<file path="config.mk">
export PLATFORM = sky130hd
export DESIGN_NAME = xpar_uart_tx
export DESIGN_NICKNAME = d
export VERILOG_FILES = /design/src/rtl/xpar_uart_tx_pkg.sv /design/src/rtl/xpar_uart_tx_shift.sv /design/src/rtl/xpar_uart_tx.sv
export SDC_FILE = /design/constraint.sdc
export NUM_CORES = 1
export LEC_CHECK = 0
export BUFFER_PORTS_ARGS = -buffer_cell sky130_fd_sc_hd__buf_4
export CORE_MARGIN = 1
export CORE_UTILIZATION = 30
export CTS_BUF_LIST = sky130_fd_sc_hd__clkbuf_2 sky130_fd_sc_hd__clkbuf_4 sky130_fd_sc_hd__clkbuf_8
export DETAILED_ROUTE_END_ITERATION = 10
export GPL_ROUTABILITY_DRIVEN = 0
export PLACE_DENSITY_LB_ADDON = 0.1
export SLEW_MARGIN = 10
export SYNTH_ARGS = -nofsm -noshare
export SYNTH_HDL_FRONTEND = slang
export SYNTH_HIERARCHICAL = 1
export SYNTH_SLANG_ARGS = --single-unit
</file>
<file path="constraint.sdc">
create_clock -name clk -period 8.1 [get_ports clk]
set_clock_uncertainty 0.1 [all_clocks]
set_input_delay 2.43 -clock clk [delete_from_list [all_inputs] [get_ports clk]]
set_output_delay 2.43 -clock clk [all_outputs]
set_load 0.02 [all_outputs]
</file>
<file path="src/rtl/xpar_uart_tx_pkg.sv">
// Shared definitions for the parallel-bus UART transmitter: register offsets,
// STAT/CTRL bit positions and serializer state encodings.
package xpar_uart_tx_pkg;

   localparam logic [1:0] REG_DATA = 2'd0;
   localparam logic [1:0] REG_STAT = 2'd1;
   localparam logic [1:0] REG_DIV  = 2'd2;
   localparam logic [1:0] REG_CTRL = 2'd3;

   localparam int unsigned STAT_FULL  = 0;
   localparam int unsigned STAT_EMPTY = 1;
   localparam int unsigned STAT_BUSY  = 2;
   localparam int unsigned STAT_OVF   = 3;
   localparam int unsigned STAT_CNT   = 8;

   localparam int unsigned CTRL_EN     = 0;
   localparam int unsigned CTRL_FLUSH  = 1;
   localparam int unsigned CTRL_OVFCLR = 2;

   localparam int unsigned DIV_W = 16;

   typedef enum logic [1:0] {
      ST_IDLE  = 2'd0,
      ST_START = 2'd1,
      ST_DATA  = 2'd2,
      ST_STOP  = 2'd3
   } tx_state_t;

endpackage

</file>
<file path="src/rtl/xpar_uart_tx_shift.sv">
// 8N1 serializer: FSM, baud down-counter and bit counter. Requests a new byte
// via pop_ack when leaving IDLE or at the end of STOP.
module xuart_tx_shift
   import xpar_uart_tx_pkg::*;
(
   input  logic             clk,
   input  logic             rst,
   input  logic             start,
   input  logic [7:0]       data_byte,
   input  logic [DIV_W-1:0] div,
   output logic             txd,
   output logic             busy,
   output logic             pop_ack
);

   tx_state_t        state, state_n;
   logic [DIV_W-1:0] cnt, cnt_n, reload;
   logic [2:0]       bitc, bitc_n;
   logic [7:0]       sh, sh_n;
   logic             last;

   // DIV of 0 and 1 both mean one clock per bit
   assign reload = (div < DIV_W'(2)) ? '0 : div - DIV_W'(1);
   assign last   = (cnt == '0);

   always_ff @(posedge clk or negedge rst) begin
      if (!rst) begin
         state <= ST_IDLE;
         cnt   <= '0;
         bitc  <= '0;
         sh    <= '0;
      end else begin
         state <= state_n;
         cnt   <= cnt_n;
         bitc  <= bitc_n;
         sh    <= sh_n;
      end
   end

   always_comb begin
      state_n = state;
      cnt_n   = last ? cnt : cnt - DIV_W'(1);
      bitc_n  = bitc;
      sh_n    = sh;
      pop_ack = 1'b0;
      txd     = 1'b1;
      case (state)
         ST_IDLE: begin
            cnt_n = cnt;
            if (start) begin
               state_n = ST_START;
               cnt_n   = reload;
               sh_n    = data_byte;
               pop_ack = 1'b1;
            end
         end
         ST_START: begin
            txd = 1'b0;
            if (last) begin
               state_n = ST_DATA;
               cnt_n   = reload;
               bitc_n  = '0;
            end
         end
         ST_DATA: begin
            txd = sh[0];
            if (last) begin
               cnt_n = reload;
               sh_n  = sh >> 1;
               if (bitc == 3'd7) state_n = ST_STOP;
               else              bitc_n  = bitc + 3'd1;
            end
         end
         ST_STOP: begin
            if (last) begin
               if (start) begin
                  state_n = ST_START;
                  cnt_n   = reload;
                  sh_n    = data_byte;
                  pop_ack = 1'b1;
               end else begin
                  state_n = ST_IDLE;
               end
            end
         end
         default: state_n = ST_IDLE;
      endcase
   end

   assign busy = (state != ST_IDLE);

endmodule

</file>
<file path="src/rtl/xpar_uart_tx.sv">
// Parallel-bus responder: register decode, 16-deep TX FIFO and status,
// feeding the 8N1 serializer.
module xpar_uart_tx
   import xpar_uart_tx_pkg::*;
#(
   parameter int unsigned PAR_AW  = 4,
   parameter int unsigned DATA_W  = 32,
   parameter int unsigned FIFO_AW = 4,
   parameter int unsigned DIV_RST = 868
) (
   input  logic              clk,
   input  logic              rst,
   input  logic [PAR_AW-1:0] par_addr,
   input  logic              par_re,
   input  logic              par_we,
   input  logic [DATA_W-1:0] par_out,
   output logic [DATA_W-1:0] par_in,
   output logic              txd,
   output logic              irq
);

   localparam int unsigned DEPTH = 1 << FIFO_AW;

   logic [7:0]         mem [DEPTH];
   logic [FIFO_AW:0]   wr_ptr, rd_ptr, count;
   logic [DIV_W-1:0]   div;
   logic               en, ovf;
   logic               full, empty, busy, pop, push, accept, flush, ovf_clr;
   logic               wr_div, wr_ctrl;
   logic [1:0]         reg_sel;
   logic               unused_bits;

   assign reg_sel     = par_addr[1:0];
   assign unused_bits = ^{par_addr[PAR_AW-1:2], par_out[DATA_W-1:16]};

   assign count  = wr_ptr - rd_ptr;
   assign full   = (count == (FIFO_AW+1)'(DEPTH));
   assign empty  = (count == '0);

   assign push    = par_we && (reg_sel == REG_DATA);
   assign wr_div  = par_we && (reg_sel == REG_DIV);
   assign wr_ctrl = par_we && (reg_sel == REG_CTRL);
   assign flush   = wr_ctrl && par_out[CTRL_FLUSH];
   assign ovf_clr = wr_ctrl && par_out[CTRL_OVFCLR];
   // A pop in the same cycle frees the slot being written when full
   assign accept  = push && (!full || pop);

   always_ff @(posedge clk or negedge rst) begin
      if (!rst) begin
         wr_ptr <= '0;
         rd_ptr <= '0;
      end else if (flush) begin
         wr_ptr <= '0;
         rd_ptr <= '0;
      end else begin
         if (accept) wr_ptr <= wr_ptr + 1'b1;
         if (pop)    rd_ptr <= rd_ptr + 1'b1;
      end
   end

   always_ff @(posedge clk) begin
      if (accept) mem[wr_ptr[FIFO_AW-1:0]] <= par_out[7:0];
   end

   always_ff @(posedge clk or negedge rst) begin
      if (!rst) begin
         div <= DIV_W'(DIV_RST);
         en  <= 1'b0;
         ovf <= 1'b0;
      end else begin
         if (wr_div)  div <= par_out[DIV_W-1:0];
         if (wr_ctrl) en  <= par_out[CTRL_EN];
         if (ovf_clr)              ovf <= 1'b0;
         else if (push && !accept) ovf <= 1'b1;
      end
   end

   xuart_tx_shift u_shift (
      .clk       (clk),
      .rst       (rst),
      .start     (en && !empty),
      .data_byte (mem[rd_ptr[FIFO_AW-1:0]]),
      .div       (div),
      .txd       (txd),
      .busy      (busy),
      .pop_ack   (pop)
   );

   assign irq = en && empty && !busy;

   always_comb begin
      par_in = '0;
      if (par_re) begin
         case (reg_sel)
            REG_STAT: begin
               par_in[STAT_FULL]                = full;
               par_in[STAT_EMPTY]               = empty;
               par_in[STAT_BUSY]                = busy;
               par_in[STAT_OVF]                 = ovf;
               par_in[STAT_CNT +: FIFO_AW+1]    = count;
            end
            REG_DIV:  par_in[DIV_W-1:0] = div;
            REG_CTRL: par_in[CTRL_EN]   = en;
            default:  par_in = '0;
         endcase
      end
   end

endmodule

</file>
; ---- Word-level counts from Yosys, hierarchy flattened
; Memory sizes are Yosys's and may differ from the RTL's.
; Cells that the tools add are included.
[word_totals]
ram_bits = 128
wordCells = 100
memories = 1
inputBits = 40
out_inout_bits = 34
ff_bits = 57
[op_classes]
n_lt_le_gt_ge = 1
n_reduce_logical = 29
n_eq_ne = 14
muxes = 40
add_sub_neg = 6
[memory_table]
columns = memory, words, width, read_ports, rd_ports_with_merged_regs, wr, line
row1 = mem, 16, 8, 1, 0, 1, xpar_uart_tx.sv:24  ; logic [7:0] mem [DEPTH];
[op_table]
columns = operator, count
row1 = two-way mux 16 bit, 7
row2 = case mux 16 bit (3 select lines), 1
row3 = subtractor 16 x 1 -> 16 bit (second input constant), 2
row4 = two-way mux 8 bit, 3
row5 = case mux 8 bit (3 select lines), 1
row6 = two-way mux 5 bit, 4
row7 = logical NOT 16 bit, 1
row8 = less-than comparator 16 x 2 -> 1 bit (second input constant), 1
row9 = two-way mux 3 bit, 4
row10 = case mux 3 bit (2 select lines), 2
row11 = adder 5 x 1 -> 5 bit (second input constant), 2
row12 = logical AND 1 bit, 10
row13 = two-way mux 2 bit, 5
row14 = != test 2 x 1 -> 1 bit (second input constant), 5
row15 = case mux 5 bit (2 select lines), 1
row16 = nonzero test 2 bit, 5
row17 = equality test 2 bit (second input constant), 4
row18 = case mux 2 bit (4 select lines), 1
row19 = two-way mux 1 bit, 7
row20 = equality test 5 bit (second input constant), 1
row21 = logical NOT 5 bit, 1
row22 = AND reduction 5 bit, 1
row23 = subtractor 5 bit, 1
row24 = equality test 2 x 1 -> 1 bit (second input constant), 2
row25 = other kinds (13), 18

; ---- Logic depth before layout (Yosys ltp)
; Gate-level depths: netlist (run 1).
[logic_depth]
depth_word = 13
depth_mapped = 17
depth_no_buf = 14

; ---- Modules after synthesis
; The synthesis (run 1) kept the hierarchy.
[modules_own_cells]
columns = module, seq_area_each_um2, instances, cells_per_inst, area_each_um2
row1 = xpar_uart_tx, 4550.6, 1, 376, 6754.0
row2 = xuart_tx_shift, 725.7, 1, 275, 2252.2

; ---- Least setup slack after synthesis (run 1)
; Ideal clock, no wire load.
[synth_path]
path_kind = input port to output port
start = in par_addr[0]
end = out par_in[0]
t_required_ns = 5.570
path_stages = 6
n_path_buf = 1
setup_slack_ns = 2.002
arrival_ns = 3.568
path_cell_list = inv_1 -> ha_1 -> clkbuf_1 -> a22o_1 -> a21oi_1 -> nor3b_1
[synth_via]
elab_chain_cells = 3
elab_cells_between_ends = 5
classes_between = 3 x eq/ne / 2 x mux
[synth_lines]
columns = element, line
row1 = start: declaration, xpar_uart_tx.sv:13  ; input logic [PAR_AW-1:0] par_addr,
row2 = equality test 2 bit / equality test 2 x 1 -> 1 bit (equally long branches), xpar_uart_tx.sv:94  ; case (reg_sel)
row3 = case mux 1 bit (3 select lines) (*), xpar_uart_tx.sv:94
row4 = two-way mux 16 bit (*), xpar_uart_tx.sv:93  ; if (par_re) begin
row5 = end: declaration, xpar_uart_tx.sv:17  ; output logic [DATA_W-1:0] par_in,
; Every way passes the cells marked *; elsewhere a longest branch is shown, timed or not.

; ---- Worst setup path in the final report (run 1)
; Same ends and word-level chain as after synthesis.

==> results.sh, run 1 <==
export IMPL_grt_overflow_total=0
export IMPL_fin_ws_ps=1780
export IMPL_timing_fmax_ghz=0.158
export IMPL_tns_ps=0
export IMPL_synth_top_family_by_area="multiplexers"
export IMPL_setup_violations=0
export IMPL_place_ws_ps=1800
export IMPL_grt_pass1_vias=5561
export IMPL_synthSimpleGateAreaFrac_pct=11.3
export IMPL_syn_inst=651
export IMPL_final_cell_mix="edfxtp_1, dfrtp_1, nor2_1"
export IMPL_area_growth_pct=11.7
export IMPL_crit_path_start_kind="input port"
export IMPL_htree_levels=4
export IMPL_drtIter0Drc=324
export IMPL_track_usage_pct=14.7
export IMPL_cts_root_buf="clkbuf_8"
export IMPL_end_kind="primary output"
export IMPL_synth_area_leaders="edfxtp_1, dfrtp_1, mux4_2, ha_1, mux2_2"
export IMPL_critical_path_class="in2out"
export IMPL_synth_compound_area_share_pct=7.39
export IMPL_wl_per_cell_um=20.0
export IMPL_antenna_cells=0
export IMPL_ys_flop_type="edfxtp_1"
export IMPL_cts_tree="built"
export IMPL_r2r_end="mem[7][0]"
export IMPL_postSynth_asyncResetShare_pct=30.8
export IMPL_post_cts_buffers=0
export IMPL_clock_latency_ps=470
export IMPL_power_leakage_nw=3.66
export IMPL_antenna_found_initial=0
export IMPL_ctsLongestPathBuffers=2
export IMPL_maxSlewHeadroom_pct=36.5
export IMPL_dpl_cell_count=1056
export IMPL_synth_warnings=6
export IMPL_cts_made_buffers=17
export IMPL_critical_path_required_ps=5570
export IMPL_path_clk_slew_ps=110
export IMPL_r2r_start="rd_ptr[2]"
export IMPL_die_h_um=175
export IMPL_stdcell_count=1088
export IMPL_yosys_register_bits=185
export IMPL_synthAdderAreaFrac_pct=3.42
export IMPL_die_area_um2=30700
export IMPL_slew_violations=0
export IMPL_synth_edff_count=128
export IMPL_firstDrtPassIters=5
export IMPL_synth_xor_area_share_pct=2.42
export IMPL_postRouteAntennaNets=0
export IMPL_reg2regPathDepth=12
export IMPL_muxShareOfSynthArea_pct=13.3
export IMPL_drive_gt1_share_pct=22.5
export IMPL_drcViolationCount=0
export IMPL_yosysTopAreaCell="edfxtp_1"
export IMPL_power_density_nw_per_um2=322
export IMPL_core_area_um2=29600
export IMPL_worst_slew_pin_slew_ps=951
export IMPL_portBuffers=39
export IMPL_detailed_place_hpwl_um=14800
export IMPL_synthesis_area_um2=9010
export IMPL_yosysUniqueCellTypes=68
export IMPL_status="finished, final reports clean"
export IMPL_holdPathEnd="u_shift/sh[4]"
export IMPL_timing_final_crit_share_pct=78.0
export IMPL_yosysSeqAreaShare_pct=58.6
export IMPL_initial_core_util_pct=30.5
export IMPL_grt_pass1_wl_um=33900
export IMPL_whs_path_depth=2
export IMPL_hp_class="reg2reg"
export IMPL_vias=5427
export IMPL_final_nets=749
export IMPL_worstHoldStart="u_shift/sh[4]"
export IMPL_cts_resized=0
export IMPL_ios=74
export IMPL_avgViaCountPerCell=4.99
export IMPL_cp_max_fo=17
export IMPL_utilization_pct=34.0
export IMPL_holdBufCountCts=0
export IMPL_ir_drop_mv=0.105
export IMPL_rrSetupSlack_ps=3290
export IMPL_placement_rows=63
export IMPL_layout_commonest_cell="edfxtp_1"
export IMPL_crit_arrival_ps=3790
export IMPL_cap_violations=0
export IMPL_synth_area_per_cell_um2=13.8
export IMPL_drt_wl_total_um=21800
export IMPL_synth_top_cell_area_share_pct=42.7
export IMPL_grt_max_degree=58
export IMPL_hold_viol=0
export IMPL_finalWorstPathRequiredPeriod_ps=6320
export IMPL_numClockSinks=185
export IMPL_rsz0062_at_grt="false"
export IMPL_die_w_um=175
[power by group]
part,leakage (nW),switching [mW],internal [mW]
clock,0.221,0.437,0.255
sequential,1.86,0.118,1.13
combinational,1.58,0.758,0.543
[synth_stat cells (3+ instances only)]
| library cell | number |
|---|---|
| a22oi_1 | 5 |
| mux2i_1 | 9 |
| nand2_1 | 43 |
| and2_1 | 5 |
| inv_1 | 17 |
| a211o_1 | 6 |
| mux2_2 | 18 |
| nor3b_1 | 3 |
| mux4_2 | 40 |
| or3_1 | 8 |
| nor2b_1 | 4 |
| buf_4 | 17 |
| ha_1 | 23 |
| nor3_1 | 16 |
| xor2_1 | 6 |
| nor2_1 | 48 |
| clkbuf_1 | 15 |
| nand4_1 | 4 |
| a211oi_1 | 3 |
| nand2b_1 | 7 |
| o21ai_0 | 20 |
| nand3_1 | 10 |
| o211ai_1 | 3 |
| dfrtp_1 | 52 |
| a22o_1 | 6 |
| a21oi_1 | 21 |
| o21ai_1 | 3 |
| buf_2 | 6 |
| nor2_2 | 3 |
| nor4_1 | 9 |
| and3_1 | 22 |
| edfxtp_1 | 128 |
| a21o_1 | 3 |
| xnor2_1 | 17 |
| dfstp_2 | 5 |
| o22ai_1 | 4 |
[state kept, by name (all words and copies together), names as in the netlist, 2 cells and up]
signal	cells
div	16
u_shift/bitc	3
rd_ptr	5
mem	128
u_shift/state	2
u_shift/cnt	16
u_shift/sh	8
wr_ptr	5
[per-stage QoR]
| step | hold slack, ps | total power, mW | instance area, um^2 |
|---|---|---|---|
| CTS | 401 | 3.28 | 10100 |
| global placement | 362 | 2.55 | 9610 |
| finish | 397 | 3.24 | 10100 |
| global route | 425 | 3.45 | 10100 |
| floorplan | 350 | 2.24 | 9060 |
| detailed placement | 376 | 2.58 | 9610 |
[kinds of logic (layout without fill, tap and decap cells)]
logic type / Yosys count / after routing
AND/OR/NAND/NOR: 194 / 194
flip-flops: 185 / 185
multiplexers: 67 / 67
buffers and inverters: 61 / 93
other: 1 / 16
XOR/XNOR: 24 / 24
adder cells (fa/ha/maj): 24 / 24
AO/OA/AOI/OAI: 95 / 95
[worst max path at each step]
stage | from | end | cells past startpoint
finish | par_addr[0] | par_in[0] | 7
global route | par_addr[0] | par_in[0] | 7
CTS | par_addr[0] | par_in[0] | 7
detailed placement | par_addr[0] | par_in[0] | 7
global placement | par_addr[0] | par_in[0] | 7
floorplan | par_addr[0] | par_in[0] | 6
[per-layer routing]
metal / up-vias / routed length (um) / global-route usage (%)
met4: 0 / 226 / 4.06
li1: 2526 / - / -
met3: 14 / 526 / 2.16
met5: - / 0 / 0
met1: 2786 / 9870 / 19.4
met2: 101 / 11100 / 25.3
[layout make-up]
type / instances / area, um^2
Clock buffer: 17 / 234
Clock inverter: 15 / 214
Fill cell: 2892 / 19500
Inverter: 18 / 67.6
Multi-Input combinational cell: 420 / 3460
Sequential cell: 185 / 5280
Tap cell: 390 / 488
Timing Repair Buffer: 43 / 323
[worst max-delay path, cell delays in order]
cell and delay [ps]:
buf_4 120, inv_1 100, ha_1 490, a22o_1 210
a21oi_1 50, nor3b_1 210, buf_4 180
No activity file was read; power rests on OpenSTA's default activity.
==> run 2, diff against run 1 <==
Clock period 8.1 ns to 5.3 ns, I/O delays scaled along.
==> results.sh, run 2 (synthesized netlist as in run 1, its figures left out) <==
export IMPL_crit_slowest_cell="dfrtp_1"
export IMPL_power_total_mw=4.97
export IMPL_hp_class="reg2reg"
export IMPL_antenna_found_initial=0
export IMPL_maxSlewHeadroom_pct=39.5
export IMPL_drtIter0Drc=328
export IMPL_die_w_um=175
export IMPL_placement_rows=63
export IMPL_crit_path_start_kind="register"
export IMPL_cts_made_buffers=17
export IMPL_largest_reg_flops=128
export IMPL_layout_commonest_cell="edfxtp_1"
export IMPL_setup_violations=0
export IMPL_firstDrtPassIters=5
export IMPL_die_h_um=175
export IMPL_htree_levels=4
export IMPL_grt_max_degree=58
export IMPL_crit_chain="inv_1 > ha_1 > fa_1 > nand2b_1 > a21oi_1 > xnor2_2 > nor2b_1 > a21oi_1 > nor3b_1 > buf_4"
export IMPL_cp_common_cell="a21oi_1"
export IMPL_cts_tree="built"
export IMPL_core_area_um2=29600
export IMPL_timing_fmax_ghz=0.215
export IMPL_worst_slew_pin_slew_ps=901
export IMPL_end_kind="primary output"
export IMPL_power_leakage_nw=3.69
export IMPL_rsz0062_at_grt="false"
export IMPL_drt_wl_total_um=21600
export IMPL_clock_latency_ps=460
export IMPL_cp_max_fo=7
export IMPL_cts_root_buf="clkbuf_8"
export IMPL_critical_path_class="reg2out"
export IMPL_timing_final_crit_share_pct=87.7
export IMPL_post_cts_buffers=0
export IMPL_path_clk_slew_ps=130
export IMPL_final_cell_mix="edfxtp_1, dfrtp_1, nor2_1"
export IMPL_crit_arrival_ps=2960
export IMPL_cts_resized=0
export IMPL_avgViaCountPerCell=5.04
export IMPL_final_nets=753
export IMPL_fin_area_um2=10100
export IMPL_r2r_start="wr_ptr[0]"
export IMPL_antenna_cells=0
export IMPL_initial_core_util_pct=30.5
export IMPL_portBuffers=39
export IMPL_cap_violations=0
export IMPL_finalWorstPathRequiredPeriod_ps=4650
export IMPL_hold_viol=0
export IMPL_slew_violations=0
export IMPL_detailed_place_hpwl_um=15100
export IMPL_drive_gt1_share_pct=22.9
export IMPL_postRouteAntennaNets=0
export IMPL_grt_overflow_total=0
export IMPL_grt_pass1_vias=5692
export IMPL_dpl_cell_count=1060
export IMPL_worstHoldStart="u_shift/sh[4]"
export IMPL_crit_start="wr_ptr[0]"
export IMPL_vias=5503
export IMPL_dpl_cell_area_um2=9640
export IMPL_ir_drop_mv=0.281
export IMPL_ctsLongestPathBuffers=2
export IMPL_whs_path_depth=2
export IMPL_status="finished, final reports clean"
export IMPL_track_usage_pct=14.7
export IMPL_power_density_nw_per_um2=492
export IMPL_r2r_end="mem[13][0]"
export IMPL_wl_per_cell_um=19.7
export IMPL_whs_ps=407
export IMPL_critPathMaxStageDelay_ps=460
export IMPL_holdPathEnd="u_shift/sh[4]"
export IMPL_die_area_um2=30700
export IMPL_drcViolationCount=0
export IMPL_rrSetupSlack_ps=850
export IMPL_holdBufCountCts=0
export IMPL_grt_pass1_wl_um=34100
export IMPL_critical_path_required_ps=3610
export IMPL_area_growth_pct=12.2
export IMPL_ios=74
export IMPL_numClockSinks=185
export IMPL_reg2regPathDepth=12
export IMPL_stdcell_count=1092
export IMPL_tns_ps=0
run 2: cell types whose count changed in the layout (fill, tap and decap cells not counted):
cell	change
inv_6	-1
clkinv_8	-1
inv_8	-1
inv_12	+3
buf_4	+4
run 2: per-stage QoR:
step	utilization [%]	worst slack [ps]
floorplan	-	882
global route	34.2	405
global placement	32.6	746
finish	34.2	654
detailed placement	32.6	773
CTS	34.2	568
run 2: cell type report:
type	count	area, um^2
inverters	18	67.6
well taps	390	488
flip-flops and latches	185	5280
multi-input cells	420	3460
clock buffers	17	234
fillers	2899	19500
repair buffers	47	353
clock inverters	15	226
run 2: worst max path at each step:
stage | end | slack (ps) | cells after the start
after floorplan | par_in[0] | 880 | 6
after global placement | par_in[0] | 750 | 7
after detailed placement | par_in[0] | 770 | 7
after CTS | par_in[0] | 570 | 10
after global routing | par_in[0] | 410 | 10
final | par_in[0] | 650 | 10
run 2: power by group:
| part | switching [mW] | internal [mW] |
|---|---|---|
| clock network | 0.681 | 0.400 |
| registers | 0.176 | 1.72 |
| logic | 1.16 | 0.833 |
| total | 2.02 | 2.96 |
run 2: routing by layer:
layer  vias up  wire [um]  global-route usage [%]
li1       2523          -                       -
met2        84      11000                    25.4
met1      2879       9830                    19.3
met3        17        448                    2.03
met4         0        294                    4.35
met5         -          0                       0
run 2: worst max-delay path: cells and delay by family, from the launching register on:
| family | cells | cell delay [ps] |
|---|---|---|
| fa+ha+maj | 2 | 640 |
| buf+inv | 2 | 310 |
| compound gates | 2 | 290 |
| xor+xnor | 1 | 190 |
| simple gates | 3 | 590 |
| flops | 1 | 460 |
==> run 3, diff against run 2 <==
Settings changed: ABC_AREA set to 1.
==> results.sh, run 3 <==
export IMPL_final_cell_mix="nand2_1, nor2_1, edfxtp_1"
export IMPL_largest_reg_flops=128
export IMPL_finalWorstPathRequiredPeriod_ps=4430
export IMPL_hold_viol=0
export IMPL_hp_class="reg2reg"
export IMPL_stdcell_count=1457
export IMPL_synth_xor_area_share_pct=1.57
export IMPL_cts_made_buffers=17
export IMPL_synth_top_family_by_area="simple AND/OR/NAND/NOR gates"
export IMPL_crit_slowest_cell="fa_1"
export IMPL_antenna_found_initial=0
export IMPL_rrSetupSlack_ps=1160
export IMPL_cp_common_cell="nand2_1"
export IMPL_critical_path_class="reg2out"
export IMPL_ys_flop_type="edfxtp_1"
export IMPL_initial_core_util_pct=30.7
export IMPL_antenna_cells=0
export IMPL_status="complete, but fails checks"
export IMPL_drcViolationCount=4
export IMPL_synth_edff_count=128
export IMPL_worst_slew_pin_slew_ps=870
export IMPL_drive_gt1_share_pct=13.7
export IMPL_fin_area_um2=10600
export IMPL_timing_final_crit_share_pct=83.5
export IMPL_synth_warnings=6
export IMPL_tns_ps=0
export IMPL_dpl_cell_count=1425
export IMPL_avgViaCountPerCell=4.70
export IMPL_critical_path_required_ps=3610
export IMPL_track_usage_pct=16.2
export IMPL_synth_area_per_cell_um2=9.41
export IMPL_die_area_um2=32300
export IMPL_yosysUniqueCellTypes=49
export IMPL_layout_commonest_cell="nand2_1"
export IMPL_cap_violations=0
export IMPL_power_leakage_nw=4.23
export IMPL_grt_pass1_wl_um=40100
export IMPL_syn_inst=1006
export IMPL_maxSlewHeadroom_pct=41.9
export IMPL_numClockSinks=185
export IMPL_synth_compound_area_share_pct=10.7
export IMPL_synthAdderAreaFrac_pct=3.25
export IMPL_slew_violations=0
export IMPL_power_density_nw_per_um2=489
export IMPL_drtIter0Drc=362
export IMPL_rsz0062_at_grt="false"
export IMPL_synth_top_cell_area_share_pct=40.6
export IMPL_synthesis_area_um2=9460
export IMPL_die_h_um=180
export IMPL_ios=74
export IMPL_placement_rows=64
export IMPL_yosysTopAreaCell="edfxtp_1"
export IMPL_postRouteAntennaNets=0
export IMPL_wl_per_cell_um=17.3
export IMPL_vias=6848
export IMPL_portBuffers=39
export IMPL_synth_area_leaders="edfxtp_1, dfrtp_1, nand2_1, nor2_1, o21ai_0"
export IMPL_clock_latency_ps=470
export IMPL_crit_chain="inv_1 > ha_1 > fa_1 > nand2_1 > nor2_2 > nand2_1 > nor2_1 > nand2_1 > a21oi_1 > buf_4"
export IMPL_firstDrtPassIters=7
export IMPL_cp_max_fo=5
export IMPL_yosysSeqAreaShare_pct=55.8
export IMPL_grt_pass1_vias=6824
export IMPL_core_area_um2=30800
export IMPL_violations="design-rule violations"
export IMPL_cts_tree="built"
export IMPL_synthSimpleGateAreaFrac_pct=21.0
export IMPL_synth_most_common_cell="nand2_1"
export IMPL_die_w_um=180
export IMPL_timing_fmax_ghz=0.226
export IMPL_final_nets=1112
export IMPL_post_cts_buffers=0
export IMPL_ctsLongestPathBuffers=2
export IMPL_crit_arrival_ps=2740
export IMPL_ir_drop_mv=0.189
export IMPL_dpl_cell_area_um2=10100
export IMPL_cts_resized=0
export IMPL_drt_wl_total_um=25200
export IMPL_cts_root_buf="clkbuf_8"
export IMPL_end_kind="primary output"
export IMPL_critPathMaxStageDelay_ps=520
export IMPL_holdBufCountCts=0
export IMPL_grt_max_degree=68
export IMPL_crit_path_start_kind="register"
export IMPL_grt_overflow_total=0
export IMPL_detailed_place_hpwl_um=16600
export IMPL_setup_violations=0
export IMPL_postSynth_asyncResetShare_pct=30.8
export IMPL_path_clk_slew_ps=120
export IMPL_synth_top_cells_by_count="nand2_1, nor2_1, edfxtp_1"
export IMPL_muxShareOfSynthArea_pct=0.714
export IMPL_area_growth_pct=11.8
export IMPL_yosys_register_bits=185
export IMPL_htree_levels=4
run 3: cell count changes after synthesis, moves of 12 or more:
| cell | change |
|---|---|
| a21oi_1 | +18 |
| and3_1 | -21 |
| inv_1 | +60 |
| mux2_2 | -12 |
| mux4_2 | -40 |
| nand2_1 | +138 |
| nand3_1 | +36 |
| nor2_1 | +123 |
| o21ai_0 | +61 |
| o22ai_1 | +16 |
run 3: power by group:
part / switching (mW) / total [mW] / internal (mW)
Sequential: 0.178 / 1.91 / 1.73
Combinational: 1.49 / 2.21 / 0.716
Clock: 0.601 / 1.06 / 0.462
run 3: logic make-up after synthesis:
logic type | after synthesis
xor+xnor | 17
simple gates | 462
buf+inv | 135
fa+ha+maj | 24
compound gates | 176
flops | 185
other cells | 1
mux | 6
run 3: per-stage QoR:
stage                     util, %  setup slack (ps)  power, mW  hold WS (ps)
final                        34.3               874       5.17           401
after global routing         34.3               574       5.61           435
after CTS                    34.3               813       5.25           411
after detailed placement     32.9               890       4.18           383
after global placement       32.9               879       4.19           373
after floorplan                 -              1030       3.57           353
run 3: area by class of cell:
type | count | area [um^2]
fill | 3199 | 20200
sequential | 185 | 5280
multi-input combinational | 701 | 3590
tap | 396 | 495
timing repair buffer | 64 | 480
inverter | 79 | 302
clock buffer | 19 | 249
clock inverter | 13 | 191
run 3: layer usage:
layer,share of wire (%),vias to the layer above,wire length [um],track usage (%)
li1,-,3464,-,-
met1,47,3265,11900,21.4
met2,49,100,12200,27.5
met3,3.0,19,766,2.74
met4,1.2,0,295,3.76
met5,0,-,0,0
run 3: worst paths after layout:
| check | startpoint | endpoint | cells after the start |
|---|---|---|---|
| worst min register to register | u_shift/bitc[2] | u_shift/bitc[2] | 2 |
| min in group asynchronous | rst | u_shift/bitc[1] | 1 |
| max in group asynchronous | rst | rd_ptr[0] | 1 |
| worst max register to register | wr_ptr[0] | mem[10][2] | 19 |
| worst min-delay path | u_shift/bitc[2] | u_shift/bitc[2] | 2 |
| worst max-delay path | wr_ptr[0] | par_in[1] | 10 |
run 3: worst max-delay path: cells and delay by family, from the launching register on:
kind | cells | cell delay [ps]
AO/OA/AOI/OAI | 1 | 160
adder cells (fa/ha/maj) | 2 | 760
buffers and inverters | 2 | 300
flip-flops | 1 | 460
AND/OR/NAND/NOR | 5 | 580
